**config.mk**
```make
export PLATFORM = sky130hd
export DESIGN_NAME = dpcm_dec_flat
export DESIGN_NICKNAME = d
export VERILOG_FILES = /design/src/rtl/dpcm_dec_if.sv /design/src/rtl/dpcm_dec.sv /design/src/flat_wrapper.sv
export SDC_FILE = /design/constraint.sdc
export NUM_CORES = 1
export LEC_CHECK = 0
export ABC_AREA = 1
export CAP_MARGIN = 5
export CORE_UTILIZATION = 53
export CTS_CLUSTER_SIZE = 12
export DETAILED_ROUTE_END_ITERATION = 12
export PLACE_DENSITY = 0.76
export REMOVE_ABC_BUFFERS = 1
export SLEW_MARGIN = 30
export SYNTH_ARGS = -nofsm -noshare
export SYNTH_HDL_FRONTEND = slang
export SYNTH_SLANG_ARGS = --single-unit
```
**constraint.sdc**
```tcl
create_clock -name clk -period 2.2 [get_ports clk]
set_input_delay 0.22 -clock clk [delete_from_list [all_inputs] [get_ports clk]]
set_output_delay 0.22 -clock clk [all_outputs]
set_load 0.02 [all_outputs]
```
**src/rtl/dpcm_dec_if.sv**
```systemverilog
// dpcm_dec_if: handshake bundle between a DPCM difference source, the decoder and the DC sink.
// Input side: mode/diff_in/diff_valid from the source, diff_ready back to it.
// Output side: dc_out/dc_valid/dc_last/err_mode from the decoder, dc_ready from the sink.
// Port summary:
//   mode[1:0]    channel select, 01 Y / 10 Cr / 11 Cb / 00 invalid
//   diff_in[11:0] signed DPCM difference
//   diff_valid / diff_ready   input handshake
//   dc_out[11:0] signed reconstructed DC, dc_valid / dc_ready output handshake
//   dc_last      final DC of a channel run, qualified by dc_valid
//   err_mode     one-cycle pulse after an accepted mode 00 input
interface dpcm_dec_if;
    logic [1:0]  mode;
    logic [11:0] diff_in;
    logic        diff_valid;
    logic        diff_ready;
    logic [11:0] dc_out;
    logic        dc_valid;
    logic        dc_ready;
    logic        dc_last;
    logic        err_mode;

    // Source / sink side (testbench or upstream block).
    modport master (
        output mode,
        output diff_in,
        output diff_valid,
        output dc_ready,
        input  diff_ready,
        input  dc_out,
        input  dc_valid,
        input  dc_last,
        input  err_mode
    );

    // Decoder side.
    modport slave (
        input  mode,
        input  diff_in,
        input  diff_valid,
        input  dc_ready,
        output diff_ready,
        output dc_out,
        output dc_valid,
        output dc_last,
        output err_mode
    );
endinterface

```
**src/rtl/dpcm_dec.sv**
```systemverilog
// Purpose: DPCM DC decoder with independent Y/Cr/Cb channel runs (reference + run counter each).
// Latency: 1 cycle, accepted difference appears registered on dc_out the next cycle.
// Backpressure: diff_ready = !dc_valid || dc_ready, output held stable while stalled, full throughput.
// Ports: clk, rst (async, active-high), bus (dpcm_dec_if.slave, see interface header).
// Parameters: BLK_Y / BLK_CR / BLK_CB = DC values per channel run (1..512).
// Macro DPCM_CHAIN_EN: when defined, RUN output = ref + diff and the reference follows each output
//   (previous-block prediction); when undefined, RUN output = ref - diff with ref fixed to the
//   run's first DC.
module dpcm_dec #(
    parameter int BLK_Y  = 256,
    parameter int BLK_CR = 64,
    parameter int BLK_CB = 64
) (
    input  logic       clk,
    input  logic       rst,
    dpcm_dec_if.slave  bus
);

    typedef enum logic {
        ST_FIRST = 1'b0,
        ST_RUN   = 1'b1
    } ch_state_t;

    localparam int NCH = 3;

    // Run lengths widened by one bit so that cnt + 1 never wraps before the compare.
    localparam logic [9:0] LEN_Y  = 10'(BLK_Y);
    localparam logic [9:0] LEN_CR = 10'(BLK_CR);
    localparam logic [9:0] LEN_CB = 10'(BLK_CB);

    // Per-channel state, index 0 = Y, 1 = Cr, 2 = Cb (mode code minus one).
    ch_state_t   state_q [NCH];
    logic [11:0] ref_q   [NCH];
    logic [8:0]  cnt_q   [NCH];

    logic        accept;
    logic        mode_ok;
    logic        sel_first;
    logic [11:0] sel_ref;
    logic [8:0]  sel_cnt;
    logic [9:0]  sel_len;
    logic [9:0]  cnt_inc;
    logic        last_next;
    logic [11:0] dc_next;
    logic [11:0] ref_next;

    // Output register is the only storage on the data path, so the input is free
    // whenever that register is empty or being drained this cycle.
    assign bus.diff_ready = !bus.dc_valid || bus.dc_ready;
    assign accept         = bus.diff_valid && bus.diff_ready;
    assign mode_ok        = (bus.mode != 2'b00);

    // Select the addressed channel's context. Mode 00 falls to harmless defaults;
    // nothing downstream uses them because an invalid mode never updates state or output.
    always_comb begin
        sel_first = 1'b1;
        sel_ref   = '0;
        sel_cnt   = '0;
        sel_len   = 10'd1;
        case (bus.mode)
            2'b01: begin
                sel_first = (state_q[0] == ST_FIRST);
                sel_ref   = ref_q[0];
                sel_cnt   = cnt_q[0];
                sel_len   = LEN_Y;
            end
            2'b10: begin
                sel_first = (state_q[1] == ST_FIRST);
                sel_ref   = ref_q[1];
                sel_cnt   = cnt_q[1];
                sel_len   = LEN_CR;
            end
            2'b11: begin
                sel_first = (state_q[2] == ST_FIRST);
                sel_ref   = ref_q[2];
                sel_cnt   = cnt_q[2];
                sel_len   = LEN_CB;
            end
            default: begin
                sel_first = 1'b1;
            end
        endcase
    end

    // Reconstruction. cnt is 0 while a channel sits in FIRST, so cnt + 1 == 1 there and
    // the same compare covers the first value of a run (a run length of 1 ends immediately).
    always_comb begin
        cnt_inc   = {1'b0, sel_cnt} + 10'd1;
        last_next = (cnt_inc == sel_len);
        dc_next   = bus.diff_in;
        ref_next  = bus.diff_in;
        if (!sel_first) begin
`ifdef DPCM_CHAIN_EN
            dc_next  = sel_ref + bus.diff_in;
            ref_next = dc_next;
`else
            dc_next  = sel_ref - bus.diff_in;
            ref_next = sel_ref;
`endif
        end
    end

    always_ff @(posedge clk or posedge rst) begin
        if (rst) begin
            for (int i = 0; i < NCH; i++) begin
                state_q[i] <= ST_FIRST;
                ref_q[i]   <= '0;
                cnt_q[i]   <= '0;
            end
            bus.dc_out   <= '0;
            bus.dc_valid <= 1'b0;
            bus.dc_last  <= 1'b0;
            bus.err_mode <= 1'b0;
        end else begin
            bus.err_mode <= accept && !mode_ok;

            if (accept && mode_ok) begin
                bus.dc_out   <= dc_next;
                bus.dc_valid <= 1'b1;
                bus.dc_last  <= last_next;
            end else if (bus.dc_ready) begin
                // dc_out keeps its last value; only the qualifiers drop.
                bus.dc_valid <= 1'b0;
                bus.dc_last  <= 1'b0;
            end

            for (int i = 0; i < NCH; i++) begin
                if (accept && (bus.mode == 2'(i + 1))) begin
                    if (last_next) begin
                        state_q[i] <= ST_FIRST;
                        ref_q[i]   <= '0;
                        cnt_q[i]   <= '0;
                    end else begin
                        state_q[i] <= ST_RUN;
                        ref_q[i]   <= ref_next;
                        cnt_q[i]   <= cnt_inc[8:0];
                    end
                end
            end
        end
    end

    // Protocol properties of the output side.
    a_last_needs_valid: assert property (@(posedge clk) disable iff (rst)
        bus.dc_last |-> bus.dc_valid);

    a_hold_when_stalled: assert property (@(posedge clk) disable iff (rst)
        (bus.dc_valid && !bus.dc_ready) |=>
            (bus.dc_valid && $stable(bus.dc_out) && $stable(bus.dc_last)));

endmodule

```
**src/flat_wrapper.sv**
```systemverilog
// flat-port wrapper written by rule: the top's interface ports become plain ports
module dpcm_dec_flat 
#(
    parameter int BLK_Y  = 256,
    parameter int BLK_CR = 64,
    parameter int BLK_CB = 64
)
  (clk, rst, bus_mode, bus_diff_in, bus_diff_valid, bus_dc_ready, bus_diff_ready, bus_dc_out, bus_dc_valid, bus_dc_last, bus_err_mode);
  dpcm_dec_if bus_i ();
  input  logic clk;
  input  logic rst;
  input wire logic [$bits(bus_i.mode)-1:0] bus_mode;
  input wire logic [$bits(bus_i.diff_in)-1:0] bus_diff_in;
  input wire logic [$bits(bus_i.diff_valid)-1:0] bus_diff_valid;
  input wire logic [$bits(bus_i.dc_ready)-1:0] bus_dc_ready;
  output wire logic [$bits(bus_i.diff_ready)-1:0] bus_diff_ready;
  output wire logic [$bits(bus_i.dc_out)-1:0] bus_dc_out;
  output wire logic [$bits(bus_i.dc_valid)-1:0] bus_dc_valid;
  output wire logic [$bits(bus_i.dc_last)-1:0] bus_dc_last;
  output wire logic [$bits(bus_i.err_mode)-1:0] bus_err_mode;
  assign bus_i.mode = bus_mode;
  assign bus_i.diff_in = bus_diff_in;
  assign bus_i.diff_valid = bus_diff_valid;
  assign bus_i.dc_ready = bus_dc_ready;
  assign bus_diff_ready = bus_i.diff_ready;
  assign bus_dc_out = bus_i.dc_out;
  assign bus_dc_valid = bus_i.dc_valid;
  assign bus_dc_last = bus_i.dc_last;
  assign bus_err_mode = bus_i.err_mode;
  dpcm_dec #(.BLK_Y(BLK_Y), .BLK_CR(BLK_CR), .BLK_CB(BLK_CB)) u_core (.clk(clk), .rst(rst), .bus(bus_i));
endmodule
```
# Word level (Yosys, flattened, before mapping)
# Index checks and enable logic that the tools add are counted.
# totals
wordCells,46
input_bits,18
output_inout_bits,16
regBits,81
# op_classes
n_addsub,2
bitwise,3
n_reduce_logical,12
muxes,12
n_eq_ne,4
# op_table
cell,count
12-bit two-way mux,3
12-bit case mux with 3 select lines,1
9-bit case mux with 3 select lines,1
9-bit case mux with 2 select lines,1
12-bit subtractor,1
9-bit by 1-bit adder with 10-bit output (second input constant),1
10-bit by 9-bit == test with 1-bit output,1
9-bit two-way mux,1
1-bit logical AND,6
2-bit == test (second input constant),2
1-bit two-way mux,4
2-bit nonzero test,2
1-bit NOT,3
1-bit case mux with 3 select lines,1
2-bit by 1-bit == test with 1-bit output (second input constant),1
1-bit logical NOT,2
2-bit OR reduction,1
1-bit logical OR,1

# Depth between registers and ports, before layout
# Gate-level depths: netlist of the first run.
# depth
word_depth,5
depth_mapped,21
ltp_nobuf,19

# Least setup slack after synthesis of the first run
# No wires, ideal clock.
# synth_timing
kind,in2reg
startpoint,input bus_mode[1]
endpoint,register u_core.bus.dc_out[8]
stages,15
n_path_buf,2
setup_time_ns,0.123
t_required_ns,2.077
t_arrival_ns,2.251
setup_slack_ns,-0.174
cell_sequence,buf_6 inv_4 nor2_2 clkbuf_1 a22o_1 a21oi_1 ha_1 inv_1 fa_1 a21oi_1 nor2_1 nor2_1 xnor2_1 o21ai_0 nand2_1
# synth_between
elab_chain_len,4
word_cells_on_any_way,9
classes_between,add/sub (1); eq/ne (3); mux (3); reduce/logical (2)
# synth_lines
element,line,source
from (decl),flat_wrapper.sv:12,input wire logic [$bits(bus_i.mode)-1:0] bus_mode;
2-bit == test / 2-bit by 1-bit == test with 1-bit output (equally long branches),dpcm_dec.sv:60,case (bus.mode)
12-bit case mux with 3 select lines,dpcm_dec.sv:60,
12-bit subtractor,dpcm_dec.sv:97,dc_next = sel_ref - bus.diff_in;
12-bit two-way mux,dpcm_dec.sv:92,if (!sel_first) begin
to (signal assigned),dpcm_dec.sv:118,bus.dc_out <= dc_next;
to (decl),dpcm_dec_if.sv:42,"output dc_out,"
# Parallel ways exist; a longest one is shown, timed or not.
# A chain may end at the register's enable or synchronous reset.

# Worst setup path after layout of the first run
# layout_timing
startpoint,register u_core.cnt_q[10] (netlist name)
endpoint,register u_core.ref_q[12] (netlist name)
# layout_between
elab_chain_len,4
# layout_lines
element,line,source
from (decl),dpcm_dec.sv:34,logic [8:0] cnt_q [NCH];
"from (signal, indexed assignment)",dpcm_dec.sv:136,cnt_q[i] <= cnt_inc[8:0];
9-bit case mux with 3 select lines,dpcm_dec.sv:60,
9-bit by 1-bit adder with 10-bit output,dpcm_dec.sv:88,"cnt_inc = {1'b0, sel_cnt} + 10'd1;"
10-bit by 9-bit == test with 1-bit output,dpcm_dec.sv:89,last_next = (cnt_inc == sel_len);
12-bit two-way mux,dpcm_dec.sv:129,if (last_next) begin
"to (signal, indexed assignment)",dpcm_dec.sv:135,ref_q[i] <= ref_next;
to (decl),dpcm_dec.sv:33,logic [11:0] ref_q [NCH];
# Every way passes these cells.

==> flow_metrics.py, run 1 <==
metrics = {
    "pwr": {
        "powerDensity_mw_per_mm2": 878.3,
        "power.leakage_nw": 3.418,
        "p_sw_share_pct": 37.26,
        "cell_internal_pwr_mw": 3.725,
        "clockPowerShare_pct": 23.1,
        "max-vdd-ir-drop_mv": 0.5330,
        "power_frac_seq_pct": 34.5,
        "power_frac_comb_pct": 42.4,
        "switchingPower_mw": 2.212,
    },
    "grt": {
        "grt_pass1_vias": 4997,
        "grt_first_pass_wirelength_um": 24480,
        "antenna_found_initial": 0,
        "track_usage_pct": 35.76,
        "grt-ovfl-total": 0,
        "grt_max_degree": 31,
    },
    "worst_setup_path": {
        "worstRegToRegCells": 16,
        "timing.critical_path.to_type": "register",
        "timing.critical_path.from": "u_core.cnt_q[10]",
        "start_kind": "register",
        "critPathArrivalTime_ns": 2.62,
        "worst_ep_required_time_ns": 2.45,
        "timing.setup.critical_path_class": "reg -> reg",
        "critical_path_peak_fanout": 6,
        "reg2reg_from": "u_core.cnt_q[10]",
    },
    "die": {
        "die_height_um": 95.71,
        "initial_core_utilization_pct": 55.81,
        "num_rows": 33,
        "core-area_mm2": 0.008341,
        "die-width_um": 95.71,
        "number_of_top_level_design_ports": 34,
        "die_area_mm2": 0.009160,
    },
    "yosys": {
        "post_synth_and_or_nand_nor_area_fraction_pct": 35.75,
        "synth_top_flop_cell": "dfrtp_1",
        "mux_cell_area_share_after_synthesis_pct": 0,
        "synth_async_sr_flop_share_pct": 100.0,
        "post_synth_edffs": 0,
        "cell_area_after_technology_mapping_mm2": 0.004654,
        "ys_types": 36,
        "main_combinational_cell_family_by_area_after_synthesis": "simple AND/OR/NAND/NOR gates",
        "ys_ff_latch": 81,
        "syn-instance-count": 639,
        "synthTopCellsByArea": "dfrtp_1, nand2_1, nand3_1",
        "synthDominantAreaCellType": "dfrtp_1",
        "synth_compound_gate_area_share_pct": 9.355,
        "synth-seq-area-share_pct": 43.55,
        "yosys.area_share.xor_xnor_pct": 0.7527,
        "yosysWarningCount": 0,
        "syn-mean-instance-area_um2": 7.284,
        "synth_top_area_share_pct": 43.55,
        "synth-adder-area-share_pct": 3.656,
    },
    "placement": {
        "placed_area_mm2": 0.005609,
        "place.detailed.instances": 830,
        "place_ws_ns": -0.7444,
        "place_congestion": 0.8645,
        "io_buffers": 33,
        "hpwl_um": 8792,
    },
    "clock_network": {
        "cts_bufs_inserted": 9,
        "clock_latency_ns": 0.37,
        "postCtsHoldBufs": 0,
        "tritoncts_num_sinks": 81,
        "root_buffer": "clkbuf_8",
        "cts_max_path_buffers": 2,
        "tritoncts": "done",
        "cts-htree-levels": 3,
        "worst_setup_hold_path_clk_slew_ns": 0.10,
    },
    "sta": {
        "slew_viol_final": 0,
        "relSlewSlack_pct": 35.20,
        "report.final.setup_viol": 52,
        "finalCritPeriodShare_pct": 107.6,
        "worst_slack_ns": -0.1674,
        "worst-slew-pin-transition_ns": 0.9709,
        "grt_setup_unrepaired": "true",
        "timing_hold_violations_final": 0,
        "max_clock_freq_mhz": 422.4,
        "clock-skew-final_ns": 0.01203,
        "min_period_ns": 2.367,
    },
    "cells_and_area": {
        "post_layout_nonfiller_instances": 880,
        "final_layout_size_suffix_gt1_share_pct": 31.87,
        "multi_input_comb_area_mm2": 0.002779,
        "finish.utilization_pct": 81.04,
        "finalNetCount": 802,
        "mostFrequentLayoutCell": "nand2_1",
        "synthToLayoutAreaGrowth_pct": 45.22,
        "layout_common_cells": "nand2_1, buf_4, dfrtp_1",
        "antenna_cells_inserted": 0,
        "fin_area_mm2": 0.006759,
        "nFillCells": 479,
        "ff_latch_area_mm2": 0.002027,
    },
    "job": {
        "maxCapViolCount": 0,
    },
    "min_path": {
        "hold_class": "in -> async",
    },
    "detailed_routing": {
        "final_ant_viol_nets": 0,
        "drt_initial_violations": 516,
        "vias_per_cell": 6.074,
        "routed_wire_length_um": 17170,
        "wire_per_inst_um": 19.51,
        "total_vias_in_the_final_route": 5345,
        "drt_pass_1_iters": 6,
        "drc": 0,
    },
    "run_status": {
        "violations": "negative setup slack",
        "outcome": "finished with violations",
    },
}
[final cells by class]
type,count,share of cell area (%)
Clock inverter,6,1.703
Timing Repair Buffer,150,20.94
Inverter,41,2.481
Clock buffer,9,1.833
Multi-Input combinational cell,488,41.11
Tap cell,105,1.944
Sequential cell,81,29.99
[logic make-up after synthesis]
family,after synthesis
AOI/OAI and AO/OA,78
xor gates and xnor gates,4
and+or+nand+nor,393
adders and majority gates,13
DFF,81
buffers and inverters,70
[power groups by stage]
stage | combinational [mW] | clock, mW | sequential, mW
floorplan | 0.943 | 0 | 2.08
global placement | 1.77 | 0 | 2.02
detailed placement | 1.81 | 0 | 2.03
CTS | 2.17 | 1.35 | 2.02
global route | 2.68 | 1.41 | 2.08
finish | 2.51 | 1.37 | 2.05
[through the flow]
step	hold WS, ns	total power, mW	TNS (ns)
finish	0.1804	5.937	-5.521
global route	0.2454	6.167	-12.39
CTS	0.1969	5.542	0
detailed placement	0.4650	3.838	-44.41
global placement	0.4542	3.788	-38.33
floorplan	0.3839	3.023	-25.48
[repair_timing]
action	4_1_cts	5_1_grt
cloned	5	1
setup buffers	27	5
endpoints found under the setup margin	59	57
gates resized for setup	63	73
pin swaps	27	39
[worst paths after layout]
check                                           end  slack, ns
worst max-delay path               u_core.ref_q[12]      -0.17
min in group clk                   u_core.ref_q[14]       0.48
worst min register to register     u_core.ref_q[14]       0.48
worst min-delay path               u_core.ref_q[19]       0.18
max in group asynchronous       u_core.bus.err_mode       1.46
worst max register to register     u_core.ref_q[12]      -0.17
[worst max-delay path: stages, from the launching register on]
cell and delay [ns]:
dfrtp_1 0.38, nand2_2 0.09, a31oi_4 0.22, ha_4 0.19, nand2_4 0.06, nor2_4 0.19, nand2_2 0.08, nand2_2 0.08
nand2_2 0.06, nand2_1 0.08, nand2_1 0.07, nor2_2 0.16, nand2_4 0.12, buf_12 0.15, clkbuf_16 0.16, nand3_2 0.06
nand2_1 0.09
[registers in the layout (all words and copies together) (netlist names)]
signal               cells
u_core.bus.dc_out       12
u_core.bus.dc_valid      1
u_core.state_q           3
u_core.ref_q            36
u_core.cnt_q            27
u_core.bus.dc_last       1
u_core.bus.err_mode      1
[metal layers]
metal  track usage (%)  vias to the layer above  routed length (um)
li1                  -                     2344                   -
met1             46.82                     2470                6310
met2             57.56                      404                8070
met3             5.292                      127                1696
met4             18.66                        0                1093
met5                 0                        -                   0
[synth_stat cells (2+ instances only)]
cell type / number
nand2_1: 251
nand3_1: 92
dfrtp_1: 81
o21ai_0: 39
inv_1: 34
nor2_1: 33
a21oi_1: 22
clkbuf_1: 19
ha_1: 12
buf_6: 6
o21bai_1: 5
nand3_2: 4
a2bb2oi_1: 3
buf_2: 3
inv_2: 3
nor2_2: 3
or2_2: 3
a21o_1: 2
clkinv_1: 2
nand4_1: 2
nor3_1: 2
o211ai_1: 2
xnor2_1: 2
xor2_1: 2
Note: power is estimated with default switching activity, not from simulation.
==> run 2, diff against run 1 <==
--- a/config.mk
+++ b/config.mk
@@ -8,11 +8,11 @@
 export ABC_AREA = 1
 export CAP_MARGIN = 5
 export CORE_UTILIZATION = 53
-export CTS_CLUSTER_SIZE = 12
+export CTS_CLUSTER_SIZE = 25
 export DETAILED_ROUTE_END_ITERATION = 12
 export PLACE_DENSITY = 0.76
 export REMOVE_ABC_BUFFERS = 1
-export SLEW_MARGIN = 30
+export SLEW_MARGIN = 10
 export SYNTH_ARGS = -nofsm -noshare
 export SYNTH_HDL_FRONTEND = slang
 export SYNTH_SLANG_ARGS = --single-unit
==> results of run 2 <==
Same layout as run 1: the final DEF is identical, and so are final timing and power.
